## src/rtl/alu_pkg.sv

```systemverilog
// Shared definitions for the ALU sequencer: widths, opcode encodings and FSM states.
package alu_pkg;

    localparam int OP_W   = 4;
    localparam int DATA_W = 32;
    localparam int CNT_W  = 8;

    localparam logic [OP_W-1:0] OP_ADD  = 4'd0;
    localparam logic [OP_W-1:0] OP_INC  = 4'd1;
    localparam logic [OP_W-1:0] OP_NEG  = 4'd2;
    localparam logic [OP_W-1:0] OP_SUB  = 4'd3;
    localparam logic [OP_W-1:0] OP_PASS = 4'd4;

    typedef enum logic [1:0] {
        IDLE,
        EXEC,
        DONE
    } state_t;

    function automatic logic isLegalOp(input logic [OP_W-1:0] op);
        return (op <= OP_PASS);
    endfunction

endpackage

```

## src/rtl/alu_sequencer_if.sv

```systemverilog
// Command and response handshakes between the datapath control and the ALU sequencer.
interface alu_sequencer_if;
    import alu_pkg::*;

    logic              cmd_valid;
    logic              cmd_ready;
    logic [OP_W-1:0]   cmd_op;
    logic [DATA_W-1:0] cmd_a;
    logic [DATA_W-1:0] cmd_b;
    logic [CNT_W-1:0]  cmd_count;

    logic              rsp_valid;
    logic              rsp_ready;
    logic [DATA_W-1:0] rsp_result;
    logic              rsp_err;

    modport master (
        output cmd_valid, cmd_op, cmd_a, cmd_b, cmd_count, rsp_ready,
        input  cmd_ready, rsp_valid, rsp_result, rsp_err
    );

    modport slave (
        input  cmd_valid, cmd_op, cmd_a, cmd_b, cmd_count, rsp_ready,
        output cmd_ready, rsp_valid, rsp_result, rsp_err
    );

endinterface

```

## src/rtl/alu_sequencer.sv

```systemverilog
// Drives an external combinational ALU from flops, chains an op N times feeding the
// result back as operand A, and owns the architectural zero/negative flag register.
module alu_sequencer
    import alu_pkg::*;
(
    input  logic              clk,
    input  logic              rst_n,
    alu_sequencer_if.slave    seqIf,
    output logic [DATA_W-1:0] alu_a,
    output logic [DATA_W-1:0] alu_b,
    output logic [OP_W-1:0]   alu_op,
    input  logic [DATA_W-1:0] alu_out,
    input  logic              alu_zero,
    input  logic              alu_neg,
    output logic              flag_zero,
    output logic              flag_neg
);

    state_t            state_q, state_d;
    logic [DATA_W-1:0] aluA_q, aluA_d;
    logic [DATA_W-1:0] aluB_q, aluB_d;
    logic [OP_W-1:0]   aluOp_q, aluOp_d;
    logic [CNT_W-1:0]  remaining_q, remaining_d;
    logic [DATA_W-1:0] result_q, result_d;
    logic              err_q, err_d;
    logic              flagZero_q, flagZero_d;
    logic              flagNeg_q, flagNeg_d;

    always_comb begin
        state_d     = state_q;
        aluA_d      = aluA_q;
        aluB_d      = aluB_q;
        aluOp_d     = aluOp_q;
        remaining_d = remaining_q;
        result_d    = result_q;
        err_d       = err_q;
        flagZero_d  = flagZero_q;
        flagNeg_d   = flagNeg_q;

        case (state_q)
            IDLE: begin
                if (seqIf.cmd_valid) begin
                    state_d     = EXEC;
                    remaining_d = (seqIf.cmd_count == '0) ? CNT_W'(1) : seqIf.cmd_count;
                    // An illegal op spends its one EXEC cycle with the ALU left idle on pass.
                    if (isLegalOp(seqIf.cmd_op)) begin
                        aluA_d  = seqIf.cmd_a;
                        aluB_d  = seqIf.cmd_b;
                        aluOp_d = seqIf.cmd_op;
                    end else begin
                        err_d    = 1'b1;
                        result_d = '0;
                    end
                end
            end
            EXEC: begin
                if (err_q) begin
                    state_d     = DONE;
                    remaining_d = '0;
                end else begin
                    result_d = alu_out;
                    if (aluOp_q != OP_PASS) begin
                        flagZero_d = alu_zero;
                        flagNeg_d  = alu_neg;
                    end
                    if (remaining_q > CNT_W'(1)) begin
                        aluA_d      = alu_out;
                        remaining_d = remaining_q - CNT_W'(1);
                    end else begin
                        state_d     = DONE;
                        aluOp_d     = OP_PASS;
                        remaining_d = '0;
                    end
                end
            end
            DONE: begin
                if (seqIf.rsp_ready) begin
                    state_d = IDLE;
                    err_d   = 1'b0;
                end
            end
            default: state_d = IDLE;
        endcase
    end

    always_ff @(posedge clk) begin
        if (!rst_n) begin
            state_q     <= IDLE;
            aluA_q      <= '0;
            aluB_q      <= '0;
            aluOp_q     <= OP_PASS;
            remaining_q <= '0;
            result_q    <= '0;
            err_q       <= 1'b0;
            flagZero_q  <= 1'b0;
            flagNeg_q   <= 1'b0;
        end else begin
            state_q     <= state_d;
            aluA_q      <= aluA_d;
            aluB_q      <= aluB_d;
            aluOp_q     <= aluOp_d;
            remaining_q <= remaining_d;
            result_q    <= result_d;
            err_q       <= err_d;
            flagZero_q  <= flagZero_d;
            flagNeg_q   <= flagNeg_d;
        end
    end

    assign seqIf.cmd_ready  = (state_q == IDLE);
    assign seqIf.rsp_valid  = (state_q == DONE);
    assign seqIf.rsp_result = result_q;
    assign seqIf.rsp_err    = err_q;
    assign alu_a            = aluA_q;
    assign alu_b            = aluB_q;
    assign alu_op           = aluOp_q;
    assign flag_zero        = flagZero_q;
    assign flag_neg         = flagNeg_q;

endmodule

```

## src/flat_wrapper.sv

```systemverilog
// flat-port wrapper written by rule: the top's interface ports become plain ports
module alu_sequencer_flat import alu_pkg::*;
  (clk, rst_n, alu_a, alu_b, alu_op, alu_out, alu_zero, alu_neg, flag_zero, flag_neg, seqIf_cmd_valid, seqIf_cmd_op, seqIf_cmd_a, seqIf_cmd_b, seqIf_cmd_count, seqIf_rsp_ready, seqIf_cmd_ready, seqIf_rsp_valid, seqIf_rsp_result, seqIf_rsp_err);
  alu_sequencer_if seqIf_i ();
  input  logic clk;
  input  logic rst_n;
  output logic [DATA_W-1:0] alu_a;
  output logic [DATA_W-1:0] alu_b;
  output logic [OP_W-1:0] alu_op;
  input  logic [DATA_W-1:0] alu_out;
  input  logic alu_zero;
  input  logic alu_neg;
  output logic flag_zero;
  output logic flag_neg;
  input wire logic [$bits(seqIf_i.cmd_valid)-1:0] seqIf_cmd_valid;
  input wire logic [$bits(seqIf_i.cmd_op)-1:0] seqIf_cmd_op;
  input wire logic [$bits(seqIf_i.cmd_a)-1:0] seqIf_cmd_a;
  input wire logic [$bits(seqIf_i.cmd_b)-1:0] seqIf_cmd_b;
  input wire logic [$bits(seqIf_i.cmd_count)-1:0] seqIf_cmd_count;
  input wire logic [$bits(seqIf_i.rsp_ready)-1:0] seqIf_rsp_ready;
  output wire logic [$bits(seqIf_i.cmd_ready)-1:0] seqIf_cmd_ready;
  output wire logic [$bits(seqIf_i.rsp_valid)-1:0] seqIf_rsp_valid;
  output wire logic [$bits(seqIf_i.rsp_result)-1:0] seqIf_rsp_result;
  output wire logic [$bits(seqIf_i.rsp_err)-1:0] seqIf_rsp_err;
  assign seqIf_i.cmd_valid = seqIf_cmd_valid;
  assign seqIf_i.cmd_op = seqIf_cmd_op;
  assign seqIf_i.cmd_a = seqIf_cmd_a;
  assign seqIf_i.cmd_b = seqIf_cmd_b;
  assign seqIf_i.cmd_count = seqIf_cmd_count;
  assign seqIf_i.rsp_ready = seqIf_rsp_ready;
  assign seqIf_cmd_ready = seqIf_i.cmd_ready;
  assign seqIf_rsp_valid = seqIf_i.rsp_valid;
  assign seqIf_rsp_result = seqIf_i.rsp_result;
  assign seqIf_rsp_err = seqIf_i.rsp_err;
  alu_sequencer u_core (.clk(clk), .rst_n(rst_n), .seqIf(seqIf_i), .alu_a(alu_a), .alu_b(alu_b), .alu_op(alu_op), .alu_out(alu_out), .alu_zero(alu_zero), .alu_neg(alu_neg), .flag_zero(flag_zero), .flag_neg(flag_neg));
endmodule
```

## config.mk

```make
export PLATFORM = sky130hd
export DESIGN_NAME = alu_sequencer_flat
export DESIGN_NICKNAME = d
export VERILOG_FILES = /design/src/rtl/alu_pkg.sv /design/src/rtl/alu_sequencer_if.sv /design/src/rtl/alu_sequencer.sv /design/src/flat_wrapper.sv
export SDC_FILE = /design/constraint.sdc
export NUM_CORES = 1
export LEC_CHECK = 0
export BUFFER_PORTS_ARGS = -buffer_cell sky130_fd_sc_hd__buf_2
export CAP_MARGIN = 20
export CORE_ASPECT_RATIO = 1.75
export CORE_MARGIN = 2
export CORE_UTILIZATION = 41
export CTS_CLUSTER_DIAMETER = 150
export DETAILED_ROUTE_END_ITERATION = 10
export PLACE_DENSITY = 0.73
export SLEW_MARGIN = 0
export SYNTH_ARGS = -nofsm -noshare
export SYNTH_HDL_FRONTEND = slang
export SYNTH_SLANG_ARGS = --single-unit
```

## constraint.sdc

```tcl
create_clock -name clk -period 1.79 [get_ports clk]
set_input_delay 0.2685 -clock clk [delete_from_list [all_inputs] [get_ports clk]]
set_output_delay 0.2685 -clock clk [all_outputs]
set_load 0.03 [all_outputs]
```

**After elaboration in Yosys (flattened, before gate mapping)**

Cells that the tools add are included.
Widths: inputs -> output; s select.

- Add/subtract/negate cells: 1
- Reduce and logical (&&, ||, !) cells: 12
- Bitwise gates (word level): 1
- Equality and inequality tests: 11
- Mux-type cells: 28
- Magnitude comparators: 2

Operators by type and width:

| kind | count |
|---|---|
| $mux 32 | 7 |
| $pmux 32 s2 | 2 |
| $mux 8 | 4 |
| $mux 4 | 4 |
| $pmux 8 s2 | 1 |
| $ne 2x2->1 const B | 5 |
| $reduce_and 5->1 | 2 |
| $reduce_and 3->1 | 3 |
| $gt 8x1->1 const B | 1 |
| $logic_not 8->1 | 1 |
| $mux 2 | 4 |
| $pmux 4 s2 | 1 |
| $reduce_and 4->1 | 2 |
| $sub 8x1->8 const B | 1 |
| $pmux 2 s3 | 1 |
| $le 4x3->1 const B | 1 |
| $ne 2x1->1 const B | 2 |
| $ne 4x3->1 const B | 1 |
| $reduce_bool 2->1 | 2 |
| $mux 1 | 3 |
| $ne 3x2->1 const B | 1 |
| $eq 2x1->1 const B | 1 |
| $eq 2x2->1 const B | 1 |
| $logic_not 2->1 | 1 |
| other kinds (3) | 3 |

- Input bits: 114
- Output and inout port bits: 105
- Flip-flop bits (word level): 113

**Logic depth before layout (Yosys ltp)**

Gate-level depths: netlist of run 1.

- Word-level depth: 4
- Depth in mapped cells: 7

**Worst setup path before layout of run 1**

No wires, ideal clock.

- Kind: register -> register
- Start point: register u_core.remaining_q[0]
- End point: register u_core.remaining_q[5]
- Path slack: -44 ps
- Period minus slack after synthesis: 1834 ps
- Data arrival time: 1757 ps
- Stages on the path, launching flop included: 7
- Path through: dfxtp_1 > inv_1 > ha_1 > or2_2 > a31oi_4 > or3b_1 > a41oi_2

- Longest elaborated chain between the ends: 4

RTL lines:

| item | line | source |
|---|---|---|
| start: declaration | alu_sequencer.sv:23 | `logic [CNT_W-1:0] remaining_q, remaining_d;` |
| start signal: assignment | alu_sequencer.sv:102 | `remaining_q <= remaining_d;` |
| $sub 8x1->8 / $gt 8x1->1 (equally long branches) | alu_sequencer.sv:68, alu_sequencer.sv:66 |  |
| $mux 8 (*) | alu_sequencer.sv:66 | `if (remaining_q > CNT_W'(1)) begin` |
| $mux 8 (*) | alu_sequencer.sv:57 | `if (err_q) begin` |
| $pmux 8 s2 (*) | alu_sequencer.sv:40 | `case (state_q)` |

Every way passes the cells marked *; elsewhere a longest branch is shown, timed or not.
A chain may end at the register's enable or synchronous reset.

**Worst setup path after layout of run 1**

Ends and elaborated chain as after synthesis.

==> results of run 1 <==
[area by class of cell]
type / count / share of cell area (%)
multi-input combinational: 417 / 37.1
tap: 165 / 2.94
clock inverter: 10 / 1.58
clock buffer: 22 / 6.46
timing repair buffer: 242 / 19.2
inverter: 10 / 0.534
sequential: 113 / 32.2
[final timing paths]
check                             start                    end  slack (ns)  cells past startpoint
setup reg to reg  u_core.remaining_q[0]  u_core.remaining_q[5]        0.09                      6
hold reg to reg         u_core.alu_b[4]        u_core.alu_b[4]        0.45                      2
setup / recovery  u_core.remaining_q[0]  u_core.remaining_q[5]        0.09                      6
hold / removal          seqIf_cmd_b[26]       u_core.alu_b[26]        0.11                      3
[state kept, by name (all words and copies together) (netlist names)]
name / count
u_core.flag_neg: 1
u_core.state_q: 2
u_core.flag_zero: 1
u_core.alu_a: 32
u_core.seqIf.rsp_err: 1
u_core.remaining_q: 8
u_core.seqIf.rsp_result: 32
u_core.alu_op: 4
u_core.alu_b: 32
[synthesized netlist by cell type, types with 2 or more instances]
library cell	number
o21bai_1	2
a32o_1	3
buf_2	9
nand3_1	39
mux2i_1	66
buf_4	3
buf_6	3
and2_1	2
nor4_1	2
nor2_1	13
dfxtp_1	113
mux2_2	32
nor3_1	3
inv_1	9
clkbuf_1	27
ha_1	2
a221oi_1	2
nand2_1	166
a21oi_1	42
o21ai_0	7
nand2b_1	4
a31oi_1	4
[placed cells by master (no fill, tap or decap), drive strengths merged, types with 2 or more instances in the layout]
cell      synthesis  routed
clkinv            0       5
clkbuf           27      22
or3b              2       2
nand3            39      39
a31oi             5       5
nor4              2       2
nand2           166     166
inv              10      10
dfxtp           113     113
o21ai             7       7
o21bai            2       2
clkinvlp          0       3
bufinv            0       2
mux2i            66      66
a21oi            43      43
a32o              3       3
or2               2       2
ha                2       2
buf              16     242
a221oi            2       2
nand2b            4       4
and2              2       2
mux2             32      32
nor2             14      14
nor3              5       5
[power breakdown]
part,internal (W),total (W),switching (W),leakage [nW]
registers,0.00272,0.00286,0.000134,0.919
logic,0.000828,0.00203,0.00120,2.15
clock network,0.00207,0.00320,0.00112,0.270
[stage by stage]
step,util (%),total power [W],setup slack [ns]
floorplan,-,0.00425,0.0306
global placement,53.5,0.00492,0.127
detailed placement,53.5,0.00494,0.0985
CTS,58.2,0.00817,0.0800
global route,58.2,0.00845,0.00269
finish,58.2,0.00808,0.0875
[cell families after synthesis]
group,synth area share [%]
compound gates,9.53
fa+ha+maj,0.492
buf+inv,4.80
flops,44.5
mux,20.1
simple gates,20.6
[worst min-delay path: stages]
cell and delay (ns):
buf_2 0.09, nand2_1 0.04, a21oi_1 0.05
[metal layers]
layer | up-vias | track usage (%) | part of all wire (%)
met2 | 204 | 38.4 | 52
met1 | 2233 | 22.3 | 39
met4 | 0 | 10.5 | 3.0
li1 | 2429 | - | -
met5 | - | 0 | 0
met3 | 28 | 4.96 | 6.3
[timing repair]
action | 4_1_cts | 5_1_grt
endpoints found under the setup margin | 0 | 1
gates resized for setup | 0 | 1
setup buffers | 0 | 0
hold endpoints to repair | 0 | 0
==> run summary, run 1 <==
Final Wtd Congestion -> 0.934
Post-route design area -> 0.00703 mm2
GRT overflow -> 0
Clk_lat worst skew -> 0.41 ns
Leakage -> 3.34 nW
Top_reg_cell synth -> dfxtp_1
Syn Inst Count -> 583
Final Hold Vio Count -> 0
CP cell instances -> inv_1, ha_2, or2_4, a31oi_4, or3b_1, a41oi_2
Clock sink total -> 113
Yosys top cell by area -> dfxtp_1
Crit Path Category -> register to register
Fill count -> 1170
Share of post-route cells with drive strength above 1 -> 39.1%
PortBufs -> 218
ANT nets after route -> 0
Num CTS Buffers -> 17
Synth-to-layout area growth -> 38.3%
DR iter-0 viols -> 153
CTS Root Cell -> clkbuf_16
Synthesized area -> 0.00508 mm2
Site Rows -> 53
Final total negative setup slack -> 0 ns
Final slew viol count -> 0
CP Max Fanout -> 5
Data arrival time of the critical path -> 2.03 ns
Drt via density -> 5.00
Fin cells -> 979
Vias in the first global route -> 4717
Hold Buf Count CTS -> 0
Core area -> 0.0121 mm2
Maximum VDD drop -> 0.722 mV
Fin crit share -> 95.1%
Worst Hold Slack -> 0.108 ns
RSZ-0062 raised after global routing -> no
Clock tree buffer depth -> 2
Initial antenna violation count -> 0
Status -> complete, no violations
Worst-path clk slew -> 0.05 ns
Die area -> 0.0133 mm2
Slowest stage delay, CP -> 0.39 ns
Detailed-route DRC error count -> 0
ANT cells -> 0
Gr usage total -> 21.2%
I/O pins -> 219
CTS tree -> done
Largest net degree at the start of global routing -> 126
Asr flop ratio synth -> 0%
Cell variety after synth -> 52
Placed Area -> 0.00646 mm2
Bufs and invs on worst path -> 1
Initial Utilization -> 42.1%
Yosys reg bits -> 113
HPWL Detailed -> 10.6 mm
Setup Viol. Count Final -> 0
Wire per inst -> 14.5 um
Wirelength, routed -> 14.2 mm
Worst path required time -> 2.12 ns
Fmax -> 0.587 GHz
Nets -> 917
Global-route wire length before repair -> 21.9 mm
Syn_nets -> 699
Via count -> 4894
Sequential area share after synthesis -> 44.5%
Inst Count DP -> 947
Max stage delay cell, worst path -> dfxtp_1
Die width -> 88.2 um
Area occupied by multi-input gates -> 0.00261 mm2
Area contributors post-synth -> dfxtp_1 45%, mux2i_1 13%, nand2_1 12%
Max-cap violation count -> 0
CP endpoint kind -> register
Die Y -> 151 um
Layout Skew -> 0.0138 ns
Post-synth EDFFs -> 0
Initial DRT Pass Iterations -> 4
Worst setup SP type -> register
Max_slew headroom -> 66.6%
H-tree levels -> 4
Cell area power density -> 1150 mW/mm2
Hold crit path type -> input pin to register
Synth Warn # -> 0
Slew @ Worst Pin -> 0.501 ns
Yosys top cell area share -> 44.5%
Synth Area per Inst -> 8.72 um2
Sequential cell area -> 0.00226 mm2
Tmin final -> 1.70 ns
Crit path max-delay family -> simple AND/OR/NAND/NOR gates
Note: power is estimated with default switching activity, not from simulation.
==> run 2, diff against run 1 <==
Settings changed: CORE_UTILIZATION 41 to 43, CTS_BUF_LIST set to sky130_fd_sc_hd__clkbuf_16, PLACE_DENSITY 0.73 to 0.76.
==> run 2 against run 1 <==
Utilization is 3.2 points higher. Power grew 3.1%. Setup slack better by 0.0039 ns. Cell count shrank 3.0%. Via count grew 0.29%. Sequential power hardly changed. Clock skew down 0.0061 ns. Clock power grew 5%. Die area shrank 4.5%. Highest routed layer unchanged.
==> run summary, run 2 (synthesis gave the netlist of run 1 again) <==
Wire per inst -> 15.1 um
Fmax -> 0.589 GHz
Gr usage total -> 21.8%
Detailed-route DRC error count -> 0
Core area -> 0.0115 mm2
Worst Hold Slack -> 0.105 ns
HPWL Detailed -> 10.4 mm
Cell area power density -> 1180 mW/mm2
Clock network power share -> 40.5%
Hold crit path type -> input pin to register
Final Hold Vio Count -> 0
CP Max Fanout -> 7
Setup Viol. Count Final -> 0
Layout Skew -> 0.00767 ns
Pint -> 0.00578 W
Final total negative setup slack -> 0 ns
Global-route wire length before repair -> 22.1 mm
Slew @ Worst Pin -> 0.508 ns
Worst setup endpoint -> u_core.remaining_q[5]
Max_slew headroom -> 66.2%
Tmin final -> 1.70 ns
Fin crit share -> 94.9%
Leakage -> 3.39 nW
Wirelength, routed -> 14.4 mm
Nets -> 918
Clock sink total -> 113
Initial antenna violation count -> 0
Crit Path Category -> register to register
Num CTS Buffers -> 17
Share of post-route cells with drive strength above 1 -> 39.6%
Synth-to-layout area growth -> 39.3%
PortBufs -> 218
ANT nets after route -> 0
Max-cap violation count -> 0
Worst-path clk slew -> 0.05 ns
Drt via density -> 5.17
R2R depth -> 4
CTS Root Cell -> clkbuf_16
FF-to-FF Start -> u_core.state_q[0]
Flop2flop setup slack -> 0.09 ns
Site Rows -> 52
Die area -> 0.0127 mm2
Commonest non-fill, non-tap cells in the layout -> 217 x buf_2, 166 x nand2_1, 112 x dfxtp_1
Worst Setup SP -> u_core.state_q[0]
Worst setup SP type -> register
Switching power -> 0.00255 W
CP endpoint kind -> register
Clk_lat worst skew -> 0.40 ns
Largest net degree at the start of global routing -> 134
DR iter-0 viols -> 200
Final slew viol count -> 0
Logic gate share of total power -> 25.2%
RSZ-0062 raised after global routing -> no
Fill count -> 1028
Data arrival time of the critical path -> 2.02 ns
Worst path required time -> 2.11 ns
ANT cells -> 0
Worst R2R End -> u_core.remaining_q[5]
GRT overflow -> 0
Die width -> 86.2 um
Seq pwr share -> 34.3%
Initial DRT Pass Iterations -> 5
Via count -> 4908
H-tree levels -> 4
Final Wtd Congestion -> 0.882
Hold Crit Start -> seqIf_cmd_b[0]
Status -> complete, no violations
Vias in the first global route -> 4659
Maximum VDD drop -> 0.744 mV
Clock tree buffer depth -> 2
Switching portion of total power -> 30.6%
Die Y -> 148 um
Worst hold stages -> 3
Most common cell after layout, fill and taps aside -> buf_2
I/O pins -> 219
Initial Utilization -> 44.1%
CTS tree -> done
-- run 2: cell types whose count changed in the layout (fill, tap and decap cells not counted), sizes merged --
cell / change
clkbuf: -3
inv: +3
clkinv: +2
buf: -1
bufinv: +1
clkinvlp: -1
-- run 2: area by class of cell --
| type | instances | area, um2 | area share (%) |
|---|---|---|---|
| clock inverters | 15 | 168 | 2.37 |
| repair buffers | 243 | 1400 | 19.8 |
| clock buffers | 17 | 425 | 6.01 |
| inverters | 10 | 37.5 | 0.530 |
| flip-flops and latches | 113 | 2260 | 32.0 |
| well taps | 135 | 169 | 2.39 |
| multi-input cells | 417 | 2610 | 36.9 |
-- run 2: worst min-delay path by stage --
stage / endpoint
after floorplan: u_core.alu_b[0]
after global placement: u_core.alu_b[11]
after detailed placement: u_core.alu_b[12]
after CTS: u_core.alu_b[0]
after global routing: u_core.alu_b[2]
final: u_core.alu_b[0]
-- run 2: per-stage QoR --
step | worst slack, ns | std cells | instance area [um2] | utilization [%] | total power, W
finish | 0.0915 | 950 | 7080 | 61.5 | 0.00833
global route | 0.0125 | 950 | 7080 | 61.5 | 0.00867
CTS | 0.0772 | 947 | 7000 | 60.8 | 0.00830
detailed placement | 0.0920 | 915 | 6400 | 55.6 | 0.00492
global placement | 0.144 | 915 | 6400 | 55.6 | 0.00490
floorplan | 0.0306 | 583 | 5090 | - | 0.00425
-- run 2: repair_timing --
action | 4_1_cts | 5_1_grt
endpoints found under the setup margin | 0 | 6
setup buffers | 0 | 1
hold buffers | 0 | 0
gates resized for setup | 0 | 3
-- run 2: worst max-delay path, stage by stage (launching register included) --
cell,delay [ns]
dfxtp_1,0.46
or3b_4,0.46
a31oi_4,0.16
or3b_1,0.37
a41oi_2,0.18
-- run 2: routing by layer --
layer / global-route usage (%) / vias up / wire [um]
li1: - / 2439 / -
met1: 23.9 / 2260 / 5630
met2: 38.2 / 181 / 7430
met3: 5.81 / 28 / 843
met4: 10.5 / 0 / 456
met5: 0 / - / 0
-- run 2: power groups by stage --
stage	logic, W	registers (W)	clock network [W]
CTS	0.00203	0.00285	0.00342
floorplan	0.00102	0.00322	0
finish	0.00210	0.00286	0.00337
global placement	0.00200	0.00290	0
global route	0.00225	0.00288	0.00354
detailed placement	0.00202	0.00290	0
